File: src/rtl/mdu_pkg.sv
// mdu_pkg: operation and FSM state encodings shared by the multiply/divide unit
package mdu_pkg;

    typedef enum logic [1:0] {
        MDU_MULT  = 2'b00,
        MDU_MULTU = 2'b01,
        MDU_DIV   = 2'b10,
        MDU_DIVU  = 2'b11
    } mdu_op_e;

    typedef enum logic [1:0] {
        S_IDLE = 2'b00,
        S_MUL  = 2'b01,
        S_DIV  = 2'b10,
        S_FIX  = 2'b11
    } mdu_state_e;

    localparam int MDU_ITER = 32;

endpackage

File: src/rtl/mdu_divider.sv
// mdu_divider: iterative restoring radix-2 divider core on unsigned magnitudes
//  clk, resetn      clock, synchronous active-low reset
//  load_i           capture dividend_i/divisor_i, clear partial remainder
//  step_i           produce one quotient bit (MSB first)
//  quotient_o       quotient after WIDTH steps
//  remainder_o      remainder after WIDTH steps
module mdu_divider
    import mdu_pkg::*;
#(
    parameter int WIDTH = MDU_ITER
) (
    input  logic             clk,
    input  logic             resetn,
    input  logic             load_i,
    input  logic             step_i,
    input  logic [WIDTH-1:0] dividend_i,
    input  logic [WIDTH-1:0] divisor_i,
    output logic [WIDTH-1:0] quotient_o,
    output logic [WIDTH-1:0] remainder_o
);

    logic [WIDTH-1:0] rem_q, rem_d, quo_q, quo_d, dvs_q, dvs_d, diff;
    logic [WIDTH:0]   trial;
    logic             ge;

    // quo_q doubles as the dividend shift register: its MSB feeds the trial remainder
    // while quotient bits enter at the LSB. A stored remainder is always below the
    // divisor, so it fits WIDTH bits even though the trial needs WIDTH+1.
    always_comb begin
        trial = {rem_q, quo_q[WIDTH-1]};
        ge    = trial >= {1'b0, dvs_q};
        diff  = trial[WIDTH-1:0] - dvs_q;
        rem_d = rem_q;
        quo_d = quo_q;
        dvs_d = dvs_q;
        if (load_i) begin
            rem_d = '0;
            quo_d = dividend_i;
            dvs_d = divisor_i;
        end else if (step_i) begin
            rem_d = ge ? diff : trial[WIDTH-1:0];
            quo_d = {quo_q[WIDTH-2:0], ge};
        end
    end

    always_ff @(posedge clk) begin
        if (!resetn) begin
            rem_q <= '0;
            quo_q <= '0;
            dvs_q <= '0;
        end else begin
            rem_q <= rem_d;
            quo_q <= quo_d;
            dvs_q <= dvs_d;
        end
    end

    assign quotient_o  = quo_q;
    assign remainder_o = rem_q;

endmodule

File: src/rtl/mdu_unit.sv
// mdu_unit: multi-cycle MULT/MULTU/DIV/DIVU unit producing the {hi,lo} result pair
//  clk, resetn         clock, synchronous active-low reset
//  start, op           launch op (00 MULT, 01 MULTU, 10 DIV, 11 DIVU), sampled in IDLE only
//  src_a, src_b        multiplicand/dividend, multiplier/divisor
//  flush               cancel in-flight op; wins over a same-cycle start
//  busy                op in progress
//  done                one-cycle pulse, result_hi/result_lo valid
//  result_hi/lo        MUL: product high/low; DIV: remainder/quotient
//  Build option MDU_FAST_MUL_EN: single-cycle multiply registered at the start edge.
module mdu_unit
    import mdu_pkg::*;
#(
    parameter int WIDTH = MDU_ITER,
    parameter int CNT_W = 5
) (
    input  logic             clk,
    input  logic             resetn,
    input  logic             start,
    input  logic [1:0]       op,
    input  logic [WIDTH-1:0] src_a,
    input  logic [WIDTH-1:0] src_b,
    input  logic             flush,
    output logic             busy,
    output logic             done,
    output logic [WIDTH-1:0] result_hi,
    output logic [WIDTH-1:0] result_lo
);

    mdu_state_e         state_q, state_d;
    mdu_op_e            op_in;
    logic [CNT_W-1:0]   cnt_q, cnt_d;
    logic [2*WIDTH-1:0] prod_q, prod_d, mul_res;
    logic [WIDTH-1:0]   mcand_q, mcand_d, hi_q, hi_d, lo_q, lo_d;
    logic [WIDTH-1:0]   a_mag, b_mag, quo, rem;
    logic [WIDTH:0]     mul_sum;
    logic               neg_q, neg_d, neg_r_q, neg_r_d, dz_q, dz_d, div_q, div_d;
    logic               done_q, done_d;
    logic               sgn_in, div_in, a_neg, b_neg, accept;
`ifdef MDU_FAST_MUL_EN
    logic [2*WIDTH-1:0] fast_mag;
`endif

    always_comb begin
        op_in   = mdu_op_e'(op);
        sgn_in  = op_in == MDU_MULT || op_in == MDU_DIV;
        div_in  = op_in == MDU_DIV || op_in == MDU_DIVU;
        a_neg   = sgn_in && src_a[WIDTH-1];
        b_neg   = sgn_in && src_b[WIDTH-1];
        a_mag   = a_neg ? -src_a : src_a;
        b_mag   = b_neg ? -src_b : src_b;
        accept  = state_q == S_IDLE && start && !flush;
        // prod_q holds {partial sum, remaining multiplier bits}; each step adds the
        // multiplicand when the multiplier LSB is set and shifts the pair right.
        mul_sum = {1'b0, prod_q[2*WIDTH-1:WIDTH]} + {1'b0, prod_q[0] ? mcand_q : {WIDTH{1'b0}}};
        mul_res = neg_q ? -prod_q : prod_q;
`ifdef MDU_FAST_MUL_EN
        fast_mag = {{WIDTH{1'b0}}, a_mag} * {{WIDTH{1'b0}}, b_mag};
`endif
    end

    mdu_divider #(.WIDTH(WIDTH)) u_div (
        .clk         (clk),
        .resetn      (resetn),
        .load_i      (accept && div_in),
        .step_i      (state_q == S_DIV),
        .dividend_i  (a_mag),
        .divisor_i   (b_mag),
        .quotient_o  (quo),
        .remainder_o (rem)
    );

    always_comb begin
        state_d = state_q;
        cnt_d   = cnt_q;
        prod_d  = prod_q;
        mcand_d = mcand_q;
        hi_d    = hi_q;
        lo_d    = lo_q;
        neg_d   = neg_q;
        neg_r_d = neg_r_q;
        dz_d    = dz_q;
        div_d   = div_q;
        done_d  = 1'b0;
        if (flush) begin
            state_d = S_IDLE;
            cnt_d   = '0;
        end else begin
            case (state_q)
                S_IDLE: if (start) begin
                    neg_d   = a_neg ^ b_neg;
                    neg_r_d = a_neg;
                    dz_d    = src_b == '0;
                    div_d   = div_in;
                    cnt_d   = '0;
`ifdef MDU_FAST_MUL_EN
                    if (div_in) state_d = S_DIV;
                    else begin
                        {hi_d, lo_d} = (a_neg ^ b_neg) ? -fast_mag : fast_mag;
                        done_d       = 1'b1;
                    end
`else
                    state_d = div_in ? S_DIV : S_MUL;
                    prod_d  = {{WIDTH{1'b0}}, b_mag};
                    mcand_d = a_mag;
`endif
                end
                S_MUL, S_DIV: begin
                    if (state_q == S_MUL) prod_d = {mul_sum, prod_q[WIDTH-1:1]};
                    cnt_d = cnt_q + 1'b1;
                    if (cnt_q == CNT_W'(WIDTH - 1)) begin
                        state_d = S_FIX;
                        cnt_d   = '0;
                    end
                end
                default: begin
                    // Divide by zero yields all-ones quotient regardless of signs; the
                    // remainder path naturally returns the original dividend.
                    if (div_q) begin
                        lo_d = dz_q ? {WIDTH{1'b1}} : (neg_q ? -quo : quo);
                        hi_d = neg_r_q ? -rem : rem;
                    end else begin
                        {hi_d, lo_d} = mul_res;
                    end
                    done_d  = 1'b1;
                    state_d = S_IDLE;
                end
            endcase
        end
    end

    always_ff @(posedge clk) begin
        if (!resetn) begin
            state_q <= S_IDLE;
            cnt_q   <= '0;
            prod_q  <= '0;
            mcand_q <= '0;
            hi_q    <= '0;
            lo_q    <= '0;
            neg_q   <= 1'b0;
            neg_r_q <= 1'b0;
            dz_q    <= 1'b0;
            div_q   <= 1'b0;
            done_q  <= 1'b0;
        end else begin
            state_q <= state_d;
            cnt_q   <= cnt_d;
            prod_q  <= prod_d;
            mcand_q <= mcand_d;
            hi_q    <= hi_d;
            lo_q    <= lo_d;
            neg_q   <= neg_d;
            neg_r_q <= neg_r_d;
            dz_q    <= dz_d;
            div_q   <= div_d;
            done_q  <= done_d;
        end
    end

    assign busy      = state_q != S_IDLE;
    assign done      = done_q;
    assign result_hi = hi_q;
    assign result_lo = lo_q;

endmodule

File: config.mk
export PLATFORM = sky130hd
export DESIGN_NAME = mdu_unit
export DESIGN_NICKNAME = d
export VERILOG_FILES = /design/src/rtl/mdu_pkg.sv /design/src/rtl/mdu_divider.sv /design/src/rtl/mdu_unit.sv
export SDC_FILE = /design/constraint.sdc
export NUM_CORES = 1
export LEC_CHECK = 0
export BUFFER_PORTS_ARGS = -buffer_cell sky130_fd_sc_hd__buf_2
export CORE_MARGIN = 3
export CORE_UTILIZATION = 65
export CTS_CLUSTER_DIAMETER = 40
export DETAILED_ROUTE_END_ITERATION = 10
export PLACE_DENSITY_LB_ADDON = 0.08
export SLEW_MARGIN = 5
export SYNTH_ARGS = -nofsm -noshare
export SYNTH_HDL_FRONTEND = slang
export SYNTH_SLANG_ARGS = --single-unit
File: constraint.sdc
create_clock -name clk -period 4.6 [get_ports clk]
set_input_delay 0.69 -clock clk [delete_from_list [all_inputs] [get_ports clk]]
set_output_delay 0.69 -clock clk [all_outputs]
set_load 0.03 [all_outputs]
* Word-level counts from Yosys, hierarchy flattened
Index checks and enable logic that the tools add are counted.
Word-level totals: register bits after elaboration 268, latch bits 0, memory bits (writable) 0, ROM bits 0, bits of input ports 70, output and inout bits 66, word-level logic and storage cells 81, memories kept 0
Operators by class: add/subtract/negate cells 8, $mul 0, divide/modulo/power cells 0, magnitude comparators 1, equal/unequal tests 8, shift-type cells 0, mux-type cells 23, bitwise logic cells 4, reductions and logical operators 23
Operators with widths (count):
- $mux 32 | 11
- $mux 64 | 3
- $neg 32->32 | 4
- $pmux 64 s2 | 1
- $neg 64->64 | 1
- $add 32x32->33 | 1
- $ge 33x32->1 | 1
- $logic_not 32->1 | 1
- $sub 32x32->32 | 1
- $mux 5 | 2
- $pmux 5 s2 | 1
- $eq 2x2->1 const B | 3
- $mux 2 | 3
- $ne 2x2->1 const B | 3
- $reduce_and 2->1 | 3
- $reduce_bool 2->1 | 3
- $reduce_or 2->1 | 3
- $add 5x1->5 const B | 1
- $eq 5x5->1 const B | 1
- $logic_and 1x1->1 | 5
- $logic_not 2->1 | 2
- $pmux 2 s2 | 1
- $reduce_and 4->1 | 1
- $not 1->1 | 3
- other kinds (7) | 8

* Longest topological paths before layout
depth in word-level cells 6, depth in mapped cells 15, gate-level depth less buffers 13

* Cells and area by module
A second synthesis with hierarchy kept.
Second synthesis, totals: cells, all modules 2446, area total of the unflattened synthesis 18950.7 um2
Modules (own cells, without submodules):
- mdu_unit | instances 1, cells an instance 1679, area each 12778.5 um2, seq. area each 3443.3 um2
- mdu_divider | instances 1, cells an instance 767, area each 6172.2 um2, seq. area each 1921.8 um2

* Worst setup path before layout
No wires, ideal clock.
path type flip-flop to flip-flop, start point register u_div.rem_q[17] (netlist: u_div.remainder_o[17]), end point register u_div.rem_q[0] (netlist: u_div.remainder_o[0]), library setup time 65 ps, arrival time 3068 ps, data required time 4535 ps, slack 1467 ps, stages on the path, launching flop included 12, buffers on the path 1, period minus slack after synthesis 3133 ps, cell sequence dfxtp_1 -> ha_1 -> buf_6 -> a211oi_2 -> o211ai_1 -> or4_1 -> nor3_2 -> o211ai_1 -> a311oi_4 -> mux2_2 -> mux2_2 -> nor2_1
On the way: cells in the longest elaborated chain, start to end 2
RTL lines:
- start: declaration | RTL line mdu_divider.sv:22 | logic [WIDTH-1:0] rem_q, rem_d, quo_q, quo_d, dvs_q, dvs_d, diff;
- start signal: assignment | RTL line mdu_divider.sv:52 | rem_q <= rem_d;
- $ge 33x32->1 | RTL line mdu_divider.sv:31 | ge = trial >= {1'b0, dvs_q};
- $mux 32 | RTL line mdu_divider.sv:41 | rem_d = ge ? diff : trial[WIDTH-1:0];
Every way passes these cells. A chain may end at the register's enable or synchronous reset.

* Worst setup path in the final report
start point register prod_q[0], end point register prod_q[63]
On the way: cells in the longest elaborated chain, start to end 4
RTL lines:
- start: declaration | RTL line mdu_unit.sv:32 | logic [2*WIDTH-1:0] prod_q, prod_d, mul_res;
- start signal: assignment | RTL line mdu_unit.sv:147 | prod_q <= prod_d;
- $mux 32 | RTL line mdu_unit.sv:54 | mul_sum = {1'b0, prod_q[2*WIDTH-1:WIDTH]} + {1'b0, prod_q[0] ? mcand_q : {WIDTH{1'b0}}};
- $add 32x32->33 | RTL line mdu_unit.sv:54
- $mux 64 | RTL line mdu_unit.sv:108 | if (state_q == S_MUL) prod_d = {mul_sum, prod_q[WIDTH-1:1]};
- $pmux 64 s2 | RTL line mdu_unit.sv:88 | case (state_q)
Every way passes these cells. The select of a mux whose other input is x is not followed.

==> flow_summary.yaml <==
outcome:
  status: "finished clean"
yosys:
  synth_most_common_cell: "nand2_1"
  synth_cell_types: 81
  ys_ff_latch: 268
  ys_warn_count: 0
  synthCells: 2282
  yosysTopAreaCell: "dfxtp_1"
  synth_top_flop_cell: "dfxtp_1"
  synth_top_area_share_pct: 29.5
  ys_top_cells_by_count: "326 x nand2_1, 268 x dfxtp_1, 174 x o21ai_0, 141 x xnor2_1, 131 x a21oi_1"
  seq_area_frac_synth_pct: 29.5
  synth_area_sq_um: 18200
  async_flop_share_pct: 0
  synth-edff-count: 0
  syn_nets: 2428
  synth.avg_cell_area_sq_um: 7.97
  synthTopCellsByArea: "dfxtp_1 29%, xnor2_1 6.8%, nand2_1 6.7%"
sta:
  slew_violations: 0
  maxSlewHeadroom_pct: 18.0
  finalCritPeriodShare_pct: 84.8
  finalHoldViolCount: 0
  max_freq_ghz: 0.256
  finalSetupViolCount: 0
  fin_hold_ws_ns: 0.453
  rsz0062_at_grt: "no"
  tns_ns: 0
  worst_pin_slew_ns: 1.23
  finClkSkew_ns: 0.0148
  period_minus_slack_ns: 3.90
layout:
  drive_above_1_share_pct: 11.7
  finalInstanceArea_sq_um: 20400
  n_antenna_cell: 0
  syn2layout_area_growth_pct: 12.2
  final_util_pct: 74.9
  layout.nets: 2488
cts:
  cts_tree: "yes"
  cts_buffers: 41
  path_clk_slew_ns: 0.06
  cts.htree.levels: 2
  cts_resized: 0
  postCtsHoldBufs: 0
  cts_max_path_buffers: 3
  cts_setup_buffers: 0
  cts_sinks: 268
  clk-insertion-delay-late_ns: 0.53
  root_buffer: "clkbuf_16"
route:
  wl_per_cell_um: 20.1
  postRouteAntennaNets: 0
  routed_wirelength_um: 55200
  drtPass1Iterations: 6
  drc: 0
  drt-initial-drc-count: 1553
  via_count: 17771
  vias_per_cell: 6.47
placed_design:
  place.port_buffers: 135
  gp_congestion: 0.964
  place_area_sq_um: 19000
  place.detailed.hpwl_um: 40500
global_route:
  overflow: 0
  grt_pass1_wl_um: 88000
  grt_pass1_vias: 16443
  grt_antenna_before_repair: 0
  grt_max_degree: 99
  grt_use_total_pct: 35.3
critical_path:
  path_buf_inv: 0
  crit_path_max_incr_delay_ns: 1.05
  critPathRequiredTime_ns: 4.98
  cp.depth: 11
  end_kind: "flip-flop"
  cp.arrival_ns: 4.28
  critPathMaxFanout: 37
  cp_top_family: "compound AO/OA/AOI/OAI gates"
  crit_path_top_delay_cell: "dfxtp_1"
  cp-start-kind: "flip-flop"
  r2r_cells: 11
  crit_type: "reg2reg"
  crit_chain: "and2_1 > ha_1 > nor2b_1 > o31ai_1 > a21oi_1 > o211a_1 > o31a_1 > o21bai_1 > nand2b_1 > a221oi_1 > o21ai_1"
min_path:
  hp-class: "reg2reg"
  min_path_cells: 2
die:
  start_util_pct: 66.8
  fp.dieW_um: 173
  io_pins: 136
  std_cell_rows: 60
  die_area_sq_um: 30000
  core_sq_um: 27300
  dieHeight_um: 173
power:
  power_mw: 7.60
  powerDensity_nw_per_um2: 372
  cellLeakagePower_nw: 8.82
  peakVddDrop_uv: 444
flow_run:
  cap_violations: 0
[power breakdown]
part / total [mW] / switching (mW) / internal [mW] / leakage [nW]
Clock: 3.25 / 1.20 / 2.05 / 0.683
Combinational: 1.78 / 1.07 / 0.703 / 5.96
Sequential: 2.58 / 0.154 / 2.42 / 2.18
[area by class of cell]
class	instances	area, sq um
clock inverters	24	310
fillers	2062	6840
clock buffers	50	1120
repair buffers	156	836
flip-flops and latches	268	5370
well taps	372	465
multi-input cells	1805	12000
inverters	70	263
[layer usage]
metal / GRT usage [%] / share of wire, % / vias to the layer above
met3: 5.12 / 8.0 / 133
met4: 11.1 / 3.3 / 0
met1: 48.7 / 43 / 8490
met2: 57.0 / 46 / 801
met5: 0 / 0 / -
li1: - / - / 8347
[cells in the final DEF, fill, tap and decap left out, drive strengths merged, types with 50 or more instances in the layout]
cell type	netlist	final
buf	25	156
a21oi	131	131
nand2	326	326
xnor2	141	141
clkbuf	114	50
dfxtp	268	268
and2	69	69
nor2	105	105
ha	74	74
o21ai	188	188
inv	70	78
o211a	63	63
xor2	85	85
[sequential cells by signal (all words and copies together), names as in the netlist]
register and count:
u_div.remainder_o 32, cnt_q 5, neg_r_q 1, mcand_q 32
u_div.dvs_q 32, div_q 1, neg_q 1, done 1
state_q 2, result_hi 32, u_div.quotient_o 32, dz_q 1
result_lo 32, prod_q 64
[cell families after synthesis]
kind of cell,synth area share (%)
buffers and inverters,4.49
muxes,2.89
AOI/OAI and AO/OA,25.9
DFF,29.5
xor gates and xnor gates,10.9
adders and majority gates,5.31
and+or+nand+nor,21.1
[worst min-delay path, stage by stage, from the launching register on]
cell and delay (ns):
dfxtp_1 0.32, nand2_1 0.04, o21ai_0 0.06
[metrics by stage]
step,cells,setup slack (ns)
floorplan,2282,1.47
global placement,2671,0.923
detailed placement,2671,0.814
CTS,2745,0.801
global route,2745,0.501
finish,2745,0.699
[path summary, 6_finish.rpt]
kind	to	start	slack [ns]
worst max-delay path	prod_q[63]	prod_q[0]	0.70
worst max register to register	prod_q[63]	prod_q[0]	0.70
worst min-delay path	result_hi[28]	result_hi[28]	0.45
worst min register to register	result_hi[28]	result_hi[28]	0.45
No activity file was read; power rests on OpenSTA's default activity.
